**src/rtl/lsu_ctrl_if.sv**
```systemverilog
// Data-memory port of the load/store unit: req/gnt request phase, rvalid response phase.
// master = LSU side, slave = memory side.
interface lsu_ctrl_if;
  logic        req;
  logic        we;
  logic [3:0]  be;
  logic [31:0] addr;
  logic [31:0] wdata;
  logic        gnt;
  logic        rvalid;
  logic [31:0] rdata;

  modport master (output req, we, be, addr, wdata, input gnt, rvalid, rdata);
  modport slave  (input req, we, be, addr, wdata, output gnt, rvalid, rdata);
endinterface

```
**src/rtl/lsu_ctrl.sv**
```systemverilog
// Execute-stage load/store unit: one outstanding access, watchdog-bounded, aligned/extended loads.
// Define LSU_MISALIGN_TRAP_EN to trap misaligned half/word accesses instead of masking the low bits.
module lsu_ctrl #(
  parameter int unsigned TIMEOUT = 255
) (
  input  logic        clk_i,
  input  logic        rst_i,
  input  logic        valid_i,
  output logic        ready_o,
  input  logic        we_i,
  input  logic [1:0]  size_i,
  input  logic        unsigned_i,
  input  logic [31:0] addr_i,
  input  logic [31:0] wdata_i,
  output logic        done_o,
  output logic [31:0] rdata_o,
  output logic        err_o,
  output logic        misalign_o,
  lsu_ctrl_if.master  mem
);
  localparam int unsigned WDW = (TIMEOUT > 1) ? $clog2(TIMEOUT) : 1;

  typedef enum logic [1:0] {ST_IDLE, ST_REQ, ST_WAIT, ST_RESP} state_e;
  state_e state_q, state_d;

  logic           we_q, uns_q, err_q;
  logic [1:0]     size_q, lane_q;
  logic [3:0]     be_q, be_d;
  logic [31:0]    addr_q, wdata_q, wdata_d, rdata_q, load_d;
  logic [WDW-1:0] wdog_q;
  logic           timeout;

`ifdef LSU_MISALIGN_TRAP_EN
  logic misalign_d, mis_q;
  assign misalign_d = ((size_i == 2'b01) && addr_i[0]) ||
                      (size_i[1] && (addr_i[1:0] != 2'b00));
`endif

  // Watchdog fires on the last permitted cycle so the abort lands exactly TIMEOUT cycles in.
  assign timeout = (TIMEOUT != 0) && (wdog_q == WDW'(TIMEOUT - 1));

  always_comb begin
    be_d    = 4'b1111;
    wdata_d = wdata_i;
    case (size_i)
      2'b00: begin
        be_d    = 4'b0001 << addr_i[1:0];
        wdata_d = {4{wdata_i[7:0]}};
      end
      2'b01: begin
        be_d    = 4'b0011 << {addr_i[1], 1'b0};
        wdata_d = {2{wdata_i[15:0]}};
      end
      default: ;
    endcase
  end

  always_comb begin
    logic [7:0]  b;
    logic [15:0] h;
    b      = mem.rdata[{lane_q, 3'b000} +: 8];
    h      = lane_q[1] ? mem.rdata[31:16] : mem.rdata[15:0];
    load_d = mem.rdata;
    case (size_q)
      2'b00:   load_d = {{24{~uns_q & b[7]}}, b};
      2'b01:   load_d = {{16{~uns_q & h[15]}}, h};
      default: ;
    endcase
  end

  always_comb begin
    state_d = state_q;
    case (state_q)
      ST_IDLE: begin
        if (valid_i) begin
`ifdef LSU_MISALIGN_TRAP_EN
          state_d = misalign_d ? ST_RESP : ST_REQ;
`else
          state_d = ST_REQ;
`endif
        end
      end
      ST_REQ: begin
        if (mem.gnt)      state_d = we_q ? ST_RESP : ST_WAIT;
        else if (timeout) state_d = ST_RESP;
      end
      ST_WAIT: if (mem.rvalid || timeout) state_d = ST_RESP;
      ST_RESP: state_d = ST_IDLE;
      default: state_d = ST_IDLE;
    endcase
  end

  always_ff @(posedge clk_i) begin
    if (rst_i) begin
      state_q <= ST_IDLE;
      wdog_q  <= '0;
      we_q    <= 1'b0;
      uns_q   <= 1'b0;
      err_q   <= 1'b0;
      size_q  <= '0;
      lane_q  <= '0;
      be_q    <= '0;
      addr_q  <= '0;
      wdata_q <= '0;
      rdata_q <= '0;
`ifdef LSU_MISALIGN_TRAP_EN
      mis_q   <= 1'b0;
`endif
    end else begin
      state_q <= state_d;
      if (state_d != state_q)                           wdog_q <= '0;
      else if (state_q == ST_REQ || state_q == ST_WAIT) wdog_q <= wdog_q + WDW'(1);
      case (state_q)
        ST_IDLE: begin
          if (valid_i) begin
            we_q    <= we_i;
            uns_q   <= unsigned_i;
            size_q  <= size_i;
            lane_q  <= addr_i[1:0];
            addr_q  <= {addr_i[31:2], 2'b00};
            be_q    <= be_d;
            wdata_q <= wdata_d;
            rdata_q <= '0;
`ifdef LSU_MISALIGN_TRAP_EN
            err_q   <= misalign_d;
            mis_q   <= misalign_d;
`else
            err_q   <= 1'b0;
`endif
          end
        end
        ST_REQ: if (!mem.gnt && timeout) err_q <= 1'b1;
        ST_WAIT: begin
          if (mem.rvalid)   rdata_q <= load_d;
          else if (timeout) err_q   <= 1'b1;
        end
        default: ;
      endcase
    end
  end

  assign ready_o   = (state_q == ST_IDLE);
  assign done_o    = (state_q == ST_RESP);
  assign rdata_o   = done_o ? rdata_q : '0;
  assign err_o     = done_o & err_q;
`ifdef LSU_MISALIGN_TRAP_EN
  assign misalign_o = done_o & mis_q;
`else
  assign misalign_o = 1'b0;
`endif

  assign mem.req   = (state_q == ST_REQ);
  assign mem.we    = we_q;
  assign mem.be    = be_q;
  assign mem.addr  = addr_q;
  assign mem.wdata = wdata_q;
endmodule

```
**src/flat_wrapper.sv**
```systemverilog
// flat-port wrapper written by rule: the top's interface ports become plain ports
module lsu_ctrl_flat 
#(
  parameter int unsigned TIMEOUT = 255
)
  (clk_i, rst_i, valid_i, ready_o, we_i, size_i, unsigned_i, addr_i, wdata_i, done_o, rdata_o, err_o, misalign_o, mem_req, mem_we, mem_be, mem_addr, mem_wdata, mem_gnt, mem_rvalid, mem_rdata);
  lsu_ctrl_if mem_i ();
  input  logic clk_i;
  input  logic rst_i;
  input  logic valid_i;
  output logic ready_o;
  input  logic we_i;
  input  logic [1:0] size_i;
  input  logic unsigned_i;
  input  logic [31:0] addr_i;
  input  logic [31:0] wdata_i;
  output logic done_o;
  output logic [31:0] rdata_o;
  output logic err_o;
  output logic misalign_o;
  output wire logic [$bits(mem_i.req)-1:0] mem_req;
  output wire logic [$bits(mem_i.we)-1:0] mem_we;
  output wire logic [$bits(mem_i.be)-1:0] mem_be;
  output wire logic [$bits(mem_i.addr)-1:0] mem_addr;
  output wire logic [$bits(mem_i.wdata)-1:0] mem_wdata;
  input wire logic [$bits(mem_i.gnt)-1:0] mem_gnt;
  input wire logic [$bits(mem_i.rvalid)-1:0] mem_rvalid;
  input wire logic [$bits(mem_i.rdata)-1:0] mem_rdata;
  assign mem_req = mem_i.req;
  assign mem_we = mem_i.we;
  assign mem_be = mem_i.be;
  assign mem_addr = mem_i.addr;
  assign mem_wdata = mem_i.wdata;
  assign mem_i.gnt = mem_gnt;
  assign mem_i.rvalid = mem_rvalid;
  assign mem_i.rdata = mem_rdata;
  lsu_ctrl #(.TIMEOUT(TIMEOUT)) u_core (.clk_i(clk_i), .rst_i(rst_i), .valid_i(valid_i), .ready_o(ready_o), .we_i(we_i), .size_i(size_i), .unsigned_i(unsigned_i), .addr_i(addr_i), .wdata_i(wdata_i), .done_o(done_o), .rdata_o(rdata_o), .err_o(err_o), .misalign_o(misalign_o), .mem(mem_i));
endmodule
```
**config.mk**
```make
export PLATFORM = sky130hd
export DESIGN_NAME = lsu_ctrl_flat
export DESIGN_NICKNAME = d
export VERILOG_FILES = /design/src/rtl/lsu_ctrl_if.sv /design/src/rtl/lsu_ctrl.sv /design/src/flat_wrapper.sv
export SDC_FILE = /design/constraint.sdc
export NUM_CORES = 1
export LEC_CHECK = 0
export CORE_ASPECT_RATIO = 0.9
export CORE_MARGIN = 2
export CORE_UTILIZATION = 44
export CTS_BUF_LIST = sky130_fd_sc_hd__clkbuf_16
export CTS_CLUSTER_SIZE = 25
export DETAILED_ROUTE_END_ITERATION = 10
export GPL_ROUTABILITY_DRIVEN = 0
export PLACE_DENSITY = 0.81
export SYNTH_ARGS = -nofsm -noshare
export SYNTH_HDL_FRONTEND = slang
export SYNTH_SLANG_ARGS = --single-unit
```
**constraint.sdc**
```tcl
create_clock -name clk_i -period 2.6 [get_ports clk_i]
set_input_delay 0.26 -clock clk_i [delete_from_list [all_inputs] [get_ports clk_i]]
set_output_delay 0.26 -clock clk_i [all_outputs]
set_load 0.01 [all_outputs]
```
# [After elaboration in Yosys (flattened, before gate mapping)]
# Cells that the tools add are included.
# Widths: inputs -> output; s select.
[word_totals] reg_bits=115 output_inout_bits=106 word_cells=63
[op_classes] add_sub_neg=1 n_eq_ne=12 n_shift=3 muxes=19 bitwise=4 reduce_logical=13
[op_table] op="$pmux 32 s2" count=3
[op_table] op="$mux 32" count=3
[op_table] op="$shiftx 32x6->8" count=1
[op_table] op="$mux 16" count=1
[op_table] op="$add 8x1->8 const B" count=1
[op_table] op="$eq 8x8->1 const B" count=1
[op_table] op="$mux 2" count=4
[op_table] op="$pmux 2 s4" count=1
[op_table] op="$pmux 4 s2" count=1
[op_table] op="$eq 2x1->1 const B" count=3
[op_table] op="$logic_not 2->1" count=3
[op_table] op="$ne 2x2->1 const B" count=3
[op_table] op="$mux 1" count=5
[op_table] op="$reduce_and 5->1" count=1
[op_table] op="$eq 2x2->1 const B" count=2
[op_table] op="$ne 2x1->1 const B" count=2
[op_table] op="$shl 1x2->4 const A" count=1
[op_table] op="$shl 2x2->4 const A" count=1
[op_table] op="$and 1x1->1" count=3
[op_table] op="$pmux 1 s3" count=1
[op_table] op="$reduce_and 3->1" count=1
[op_table] op="$reduce_bool 3->1" count=1
[op_table] op="$logic_or 1x1->1" count=2
[op_table] op="$ne 2x2->1" count=1
[op_table] op="other kinds (6)" count=6

# [Depth between registers and ports, before layout]
# Gate-level depths: netlist of run 1.
[logic_depth] word_depth=6 mapped_depth=9 mapped_depth_nobuf=6

# [Least setup slack after synthesis of run 1]
# OpenSTA, ideal clock, no wires.
[synth_timing] path_kind="register -> register" startpoint="reg u_core.state_q[1]" endpoint="reg u_core.wdog_q[0]" setup_time_ps=92 t_arrival_ps=1929 t_required_ps=2508 path_slack_ps=580 path_stages_with_launch=7 path_buffers=0 synth_period_minus_slack_ps=2020 cell_sequence="dfxtp_1 > inv_1 > ha_1 > and3_4 > or3_1 > a221o_2 > nor4_1"
[synth_via] word_cells_on_any_way=12
[synth_rtl] item="start: declaration" line="lsu_ctrl.sv:24" rtl="state_e state_q, state_d;"
[synth_rtl] item="start signal: assignment" line="lsu_ctrl.sv:110" rtl="state_q <= state_d;"
[synth_rtl] item="$eq 2x1->1 *"
[synth_rtl] item="named net mem_req" line="flat_wrapper.sv:21" rtl="output wire logic [$bits(mem_i.req)-1:0] mem_req;"
[synth_rtl] item="$pmux 2 s4" line="lsu_ctrl.sv:73" rtl="case (state_q)"
[synth_rtl] item="$ne 2x2->1" line="lsu_ctrl.sv:111" rtl="if (state_d != state_q) wdog_q <= '0;"
[synth_rtl] item="$reduce_or 2->1 (no line)"
[synth_rtl] item="end signal: assignment" line="lsu_ctrl.sv:112" rtl="else if (state_q == ST_REQ || state_q == ST_WAIT) wdog_q <= wdog_q + WDW'(1);"
[synth_rtl] item="end: declaration" line="lsu_ctrl.sv:30" rtl="logic [WDW-1:0] wdog_q;"
# Mark *: on every way through the listed nets, which the timed path passes. The rest lies on a longest branch.
# A chain may end at the register's enable or synchronous reset.

# [Worst setup path after layout of run 1]
[layout_timing] startpoint="reg u_core.state_q[1]" endpoint="out rdata_o[0]"
[layout_via] elab_chain_len=2
[layout_lines] item="$eq 2x2->1" line="lsu_ctrl.sv:143" rtl="assign done_o = (state_q == ST_RESP);"
[layout_lines] item="$mux 32" line="lsu_ctrl.sv:144" rtl="assign rdata_o = done_o ? rdata_q : '0;"
[layout_lines] item="end: declaration" line="flat_wrapper.sv:18" rtl="output logic [31:0] rdata_o;"
# No other way between the ends.

==> results of run 1 <==
## cell usage in the layout, fill, tap and decap left out, types with 9 or more instances in the layout
| cell | n |
|---|---|
| mux2i_1 | 16 |
| clkbuf_16 | 17 |
| a211oi_1 | 13 |
| or3_1 | 9 |
| nor2_1 | 27 |
| clkdlybuf4s50_1 | 206 |
| nand2_1 | 142 |
| a21o_1 | 17 |
| nand2b_1 | 13 |
| a21oi_1 | 65 |
| buf_4 | 12 |
| and2_1 | 33 |
| a22o_1 | 17 |
| dfxtp_1 | 115 |
| o21ai_0 | 27 |
## state kept, by name, indices dropped and copies added (netlist names)
signal,cells
u_core.mem.wdata,32
u_core.rdata_q,32
u_core.mem.addr,30
u_core.wdog_q,8
u_core.mem.be,4
u_core.lane_q,2
u_core.size_q,2
u_core.state_q,2
u_core.err_q,1
u_core.mem.we,1
u_core.uns_q,1
## worst max-delay path by stage
stage,end,slack (ns),start,cells after the start
after floorplan,u_core.wdog_q[0],0.58,u_core.state_q[1],6
after global placement,u_core.rdata_q[29],0.52,u_core.state_q[1],6
after detailed placement,u_core.rdata_q[29],0.35,u_core.state_q[1],6
after CTS,rdata_o[0],0.13,u_core.state_q[1],4
after global routing,rdata_o[0],0.02,u_core.state_q[1],4
final,rdata_o[0],0.15,u_core.state_q[1],4
## metal layers
| metal | global-route usage [%] | vias up | wire length, um |
|---|---|---|---|
| met5 | 0 | - | 0 |
| met4 | 11.0 | 0 | 244 |
| met3 | 10.2 | 22 | 1670 |
| met2 | 40.9 | 242 | 7810 |
| met1 | 31.0 | 2607 | 7110 |
| li1 | - | 2676 | - |
## power by group
part           internal, uW  total, uW  switching (uW)  leakage [uW]
Clock                  1570       2390             818      0.000303
Combinational           675       1440             768       0.00189
Sequential             1930       2040             108      0.000940
## through the flow
step / total power (uW) / instance area (um^2) / setup slack (ns) / instances
2_1_floorplan: 2830 / 5460 / 0.580 / 661
3_3_place_gp: 3450 / 7610 / 0.517 / 987
3_5_place_dp: 3500 / 7610 / 0.350 / 987
4_1_cts: 5900 / 8210 / 0.133 / 1019
5_1_grt: 6130 / 8210 / 0.0235 / 1019
6_report: 5870 / 8210 / 0.146 / 1020
## worst max-delay path: cells and delay by family, from the launching register on
kind          cells  cell delay, ns
buf+inv           2            0.85
flops             1            0.47
fa+ha+maj         1            0.24
simple gates      1            0.22
## cells by family (layout without fill, tap and decap cells)
group / Yosys count / after routing / share of synthesized area (%)
and+or+nand+nor: 261 / 261 / 22.7
other: 1 / 4 / 0.0687
xor gates and xnor gates: 7 / 7 / 1.12
AOI/OAI and AO/OA: 183 / 183 / 22.7
adders and majority gates: 6 / 6 / 1.38
muxes: 25 / 25 / 5.00
buffers and inverters: 61 / 259 / 4.82
DFF: 115 / 115 / 42.2
## final cells by class
type / instances / area [um^2] / area share (%)
clock buffer: 17 / 425 / 5.18
antenna: 1 / 2.50 / 0.0305
timing repair buffer: 220 / 2180 / 26.5
tap: 160 / 200 / 2.44
sequential: 115 / 2300 / 28.0
multi-input combinational: 485 / 2910 / 35.4
inverter: 7 / 26.3 / 0.320
clock inverter: 15 / 173 / 2.10
==> results.yml, run 1 <==
logic_synthesis:
  synth_largest_area_cell: "dfxtp_1"
  yosys-top-cells-area: "dfxtp_1 (42%), nand2_1 (9.8%), a21oi_1 (6.1%)"
  synthFlopType: "dfxtp_1"
  yosysMostFrequentCell: "nand2_1"
  yosysWarnings: 0
  ys_ff_latch: 115
  syn_area_per_cell_um2: 8.28
  yosysSeqAreaShare_pct: 42.2
  synth_top_area_share_pct: 42.2
  synth.top_cells.by_count: "nand2_1 (143), dfxtp_1 (115), a21oi_1 (66), clkbuf_1 (40), and2_1 (34)"
  postSynthCellCount: 659
  synth-edff-count: 0
  syn-cell-area_um2: 5460
  synthArstFlopShare_pct: 0
  ys_types: 55
setup_path:
  cp_max_fo: 35
  rr_worst_depth: 6
  critical_path.max_stage_delay_ns: 0.55
  r2r_slack_ns: 0.27
  worst_path_max_delay_cell: "clkdlybuf4s50_1"
  reg2reg_from: "u_core.state_q[0]"
  r2r_end: "u_core.rdata_q[29]"
  cp.required_ns: 2.34
  endpoint_kind: "output port"
  crit_path_start_kind: "register"
  crit_chain: "ha_1 > buf_4 > and2_1 > clkdlybuf4s50_1"
  critical_path_arrival_ns: 2.19
  path_class: "register to output port"
timing:
  fin_crit_sh_pct: 94.4
  finClkSkew_ns: 0.0106
  report.final.slew_viol_count: 0
  hold_ws_ns: 0.206
  final-setup-viol-count: 0
  tightest_slew_ns: 1.08
  slew_headroom_pct: 27.7
  fin_crit_ns: 2.45
  clock.fmax_ghz: 0.408
  grt_setup_unrepaired: "no"
  fin_setup_tns_ns: 0
  finalHoldViolations: 0
die:
  dieArea_um2: 13300
  ios: 211
  rows: 38
  chipWidth_um: 121
  initial_core_util_pct: 45.2
  core-area_um2: 12100
  dieHeight_um: 110
detailed_routing:
  routed_via_density: 5.44
  remaining_drc_errors: 0
  postRouteAntennaNets: 0
  drt_iter0_markers: 595
  routed_wl_mm: 16.8
  vias: 5547
  wl_per_cell_um: 16.5
  dr.pass1.iters: 5
cells_and_area:
  fillers: 977
  drive_gt1_share_pct: 7.33
  area_growth_pct: 50.5
  utilization_pct: 68.0
  final_net_count: 957
cts:
  htree_levels: 4
  cts_tree: "yes"
  postCtsHoldBufs: 0
  clk_pin_slew_ns: 0.05
  clockRootBuffer: "clkbuf_16"
  cts_setup_buffers: 0
  clkLatencyLatePin_ns: 0.42
  clock-sinks: 115
  clockBufferDepth: 2
  post_cts_resized: 0
  numCtsBuffers: 17
global_route:
  grt_pass1_vias: 5426
  grt_first_pass_wirelength_mm: 26.8
  grt_max_degree: 89
  antenna_found_initial: 1
  gr-total-overflow: 0
  grt_use_total_pct: 25.7
outcome:
  status: "complete, no violations"
placed_design:
  io_buffers: 207
  dp_hpwl_mm: 11.7
worst_hold_path:
  hold-path-cell-count: 2
  min_to: "u_core.uns_q"
  worstHoldStart: "rst_i"
  holdCritPathClass: "input port to register"
pwr:
  power_density_nw_per_um2: 715
  p_leak_uw: 0.00314
  irDropWorstVdd_v: 0.000509
job:
  drv_cap: 0
Power figures use the tool's default switching activity.
==> run 2, diff against run 1 <==
- CAP_MARGIN: unset -> 10
- RECOVER_POWER: unset -> 100
- SKIP_LAST_GASP: unset -> 1
==> run 2 against run 1 <==
Clock skew grew 0.0018 ns; die area is the same; worst setup slack lost 0.0092 ns; maximum frequency shrank 0.37%; count of clock-buffer cells in the layout is the same; largest cell class unchanged; power shrank 1.1%; largest power group unchanged; via count grew 0.25%; flip-flop and latch count is the same; sequential power is essentially flat.
==> results.yml, run 2 (synthesis gave the netlist of run 1 again) <==
cells_and_area:
  mostFrequentLayoutCells: "nand2_1 (142), clkdlybuf4s50_1 (136), dfxtp_1 (115)"
  multi_input_area_um2: 2900
  fin_cells: 1020
  final_net_count: 957
  fillers: 981
  layout_commonest_cell: "nand2_1"
  regArea_um2: 2300
  drive_gt1_share_pct: 7.10
  area_growth_pct: 50.3
setup_path:
  critical_path_arrival_ns: 2.20
  reg2reg_from: "u_core.state_q[0]"
  path_class: "register to output port"
  endpoint_kind: "output port"
  cp.required_ns: 2.34
  cp-startpoint: "u_core.state_q[1]"
  cp_max_fo: 35
  r2r_slack_ns: 0.24
  crit_path_start_kind: "register"
timing:
  tightest_slew_ns: 1.06
  fin_crit_ns: 2.46
  hold_ws_ns: 0.215
  finClkSkew_ns: 0.0124
  report.final.slew_viol_count: 0
  slew_headroom_pct: 29.2
  fin_setup_tns_ns: 0
  finalHoldViolations: 0
  clock.fmax_ghz: 0.406
  final-setup-viol-count: 0
  fin_crit_sh_pct: 94.7
  grt_setup_unrepaired: "no"
outcome:
  status: "complete, no violations"
cts:
  clk_pin_slew_ns: 0.05
  cts_setup_buffers: 0
  htree_levels: 4
  cts_tree: "yes"
  post_cts_resized: 0
  clkLatencyLatePin_ns: 0.41
  clock-sinks: 115
  clockRootBuffer: "clkbuf_16"
  clockBufferDepth: 2
  numCtsBuffers: 17
  postCtsHoldBufs: 0
global_route:
  grt_use_total_pct: 25.7
  grt_first_pass_wirelength_mm: 26.8
  grt_pass1_vias: 5426
  antenna_found_initial: 1
  grt_max_degree: 89
  gr-total-overflow: 0
die:
  initial_core_util_pct: 45.2
  ios: 211
  chipWidth_um: 121
  dieArea_um2: 13300
  rows: 38
  core-area_um2: 12100
  dieHeight_um: 110
pwr:
  power_uw: 5810
  p_leak_uw: 0.00329
  power_density_nw_per_um2: 708
  irDropWorstVdd_v: 0.000509
detailed_routing:
  postRouteAntennaNets: 0
  remaining_drc_errors: 0
  vias: 5561
  dr.pass1.iters: 5
  drt_iter0_markers: 462
  routed_via_density: 5.45
  routed_wl_mm: 16.7
  wl_per_cell_um: 16.4
worst_hold_path:
  worstHoldStart: "rst_i"
  holdCritPathClass: "input port to register"
placed_design:
  place_inst: 987
  io_buffers: 207
  dp_hpwl_mm: 11.7
job:
  drv_cap: 0
## run 2: area by class of cell
| class | instances | share of cell area (%) |
|---|---|---|
| antenna | 1 | 0.0305 |
| clock buffer | 17 | 5.19 |
| timing repair buffer | 220 | 26.5 |
| clock inverter | 15 | 2.11 |
| sequential | 115 | 28.1 |
| inverter | 7 | 0.320 |
| multi-input combinational | 485 | 35.4 |
| tap | 160 | 2.44 |
## run 2: report_power, final
group          internal, uW  switching, uW
clock                  1570            816
sequential             1930            102
combinational           620            766
## run 2: critical path, cell delays in order, from the launching register on
cell,delay (ns)
dfxtp_1,0.48
ha_1,0.24
buf_4,0.30
and2_0,0.22
clkdlybuf4s50_1,0.55
## run 2: per-layer routing
layer | vias to the layer above | share of wire, % | routed length, um | GRT usage (%)
li1 | 2678 | - | - | -
met1 | 2621 | 42 | 7000 | 31.0
met2 | 240 | 46 | 7770 | 40.9
met4 | 0 | 1.5 | 259 | 11.0
met5 | - | 0 | 0 | 0
met3 | 22 | 10 | 1700 | 10.2
## run 2: through the flow
| step | setup slack [ns] | instance area (um^2) | util, % |
|---|---|---|---|
| floorplan | 0.580 | 5460 | - |
| global placement | 0.517 | 7610 | 63.0 |
| detailed placement | 0.350 | 7610 | 63.0 |
| CTS | 0.133 | 8210 | 68.0 |
| global route | 0.0137 | 8200 | 67.9 |
| finish | 0.137 | 8200 | 67.9 |
## run 2: path summary, 6_finish.rpt
check / to / cells after the start
setup reg to reg: u_core.mem.addr[24] / 6
setup / recovery: rdata_o[16] / 4
hold / removal: u_core.uns_q / 2
hold reg to reg: u_core.mem.wdata[1] / 2
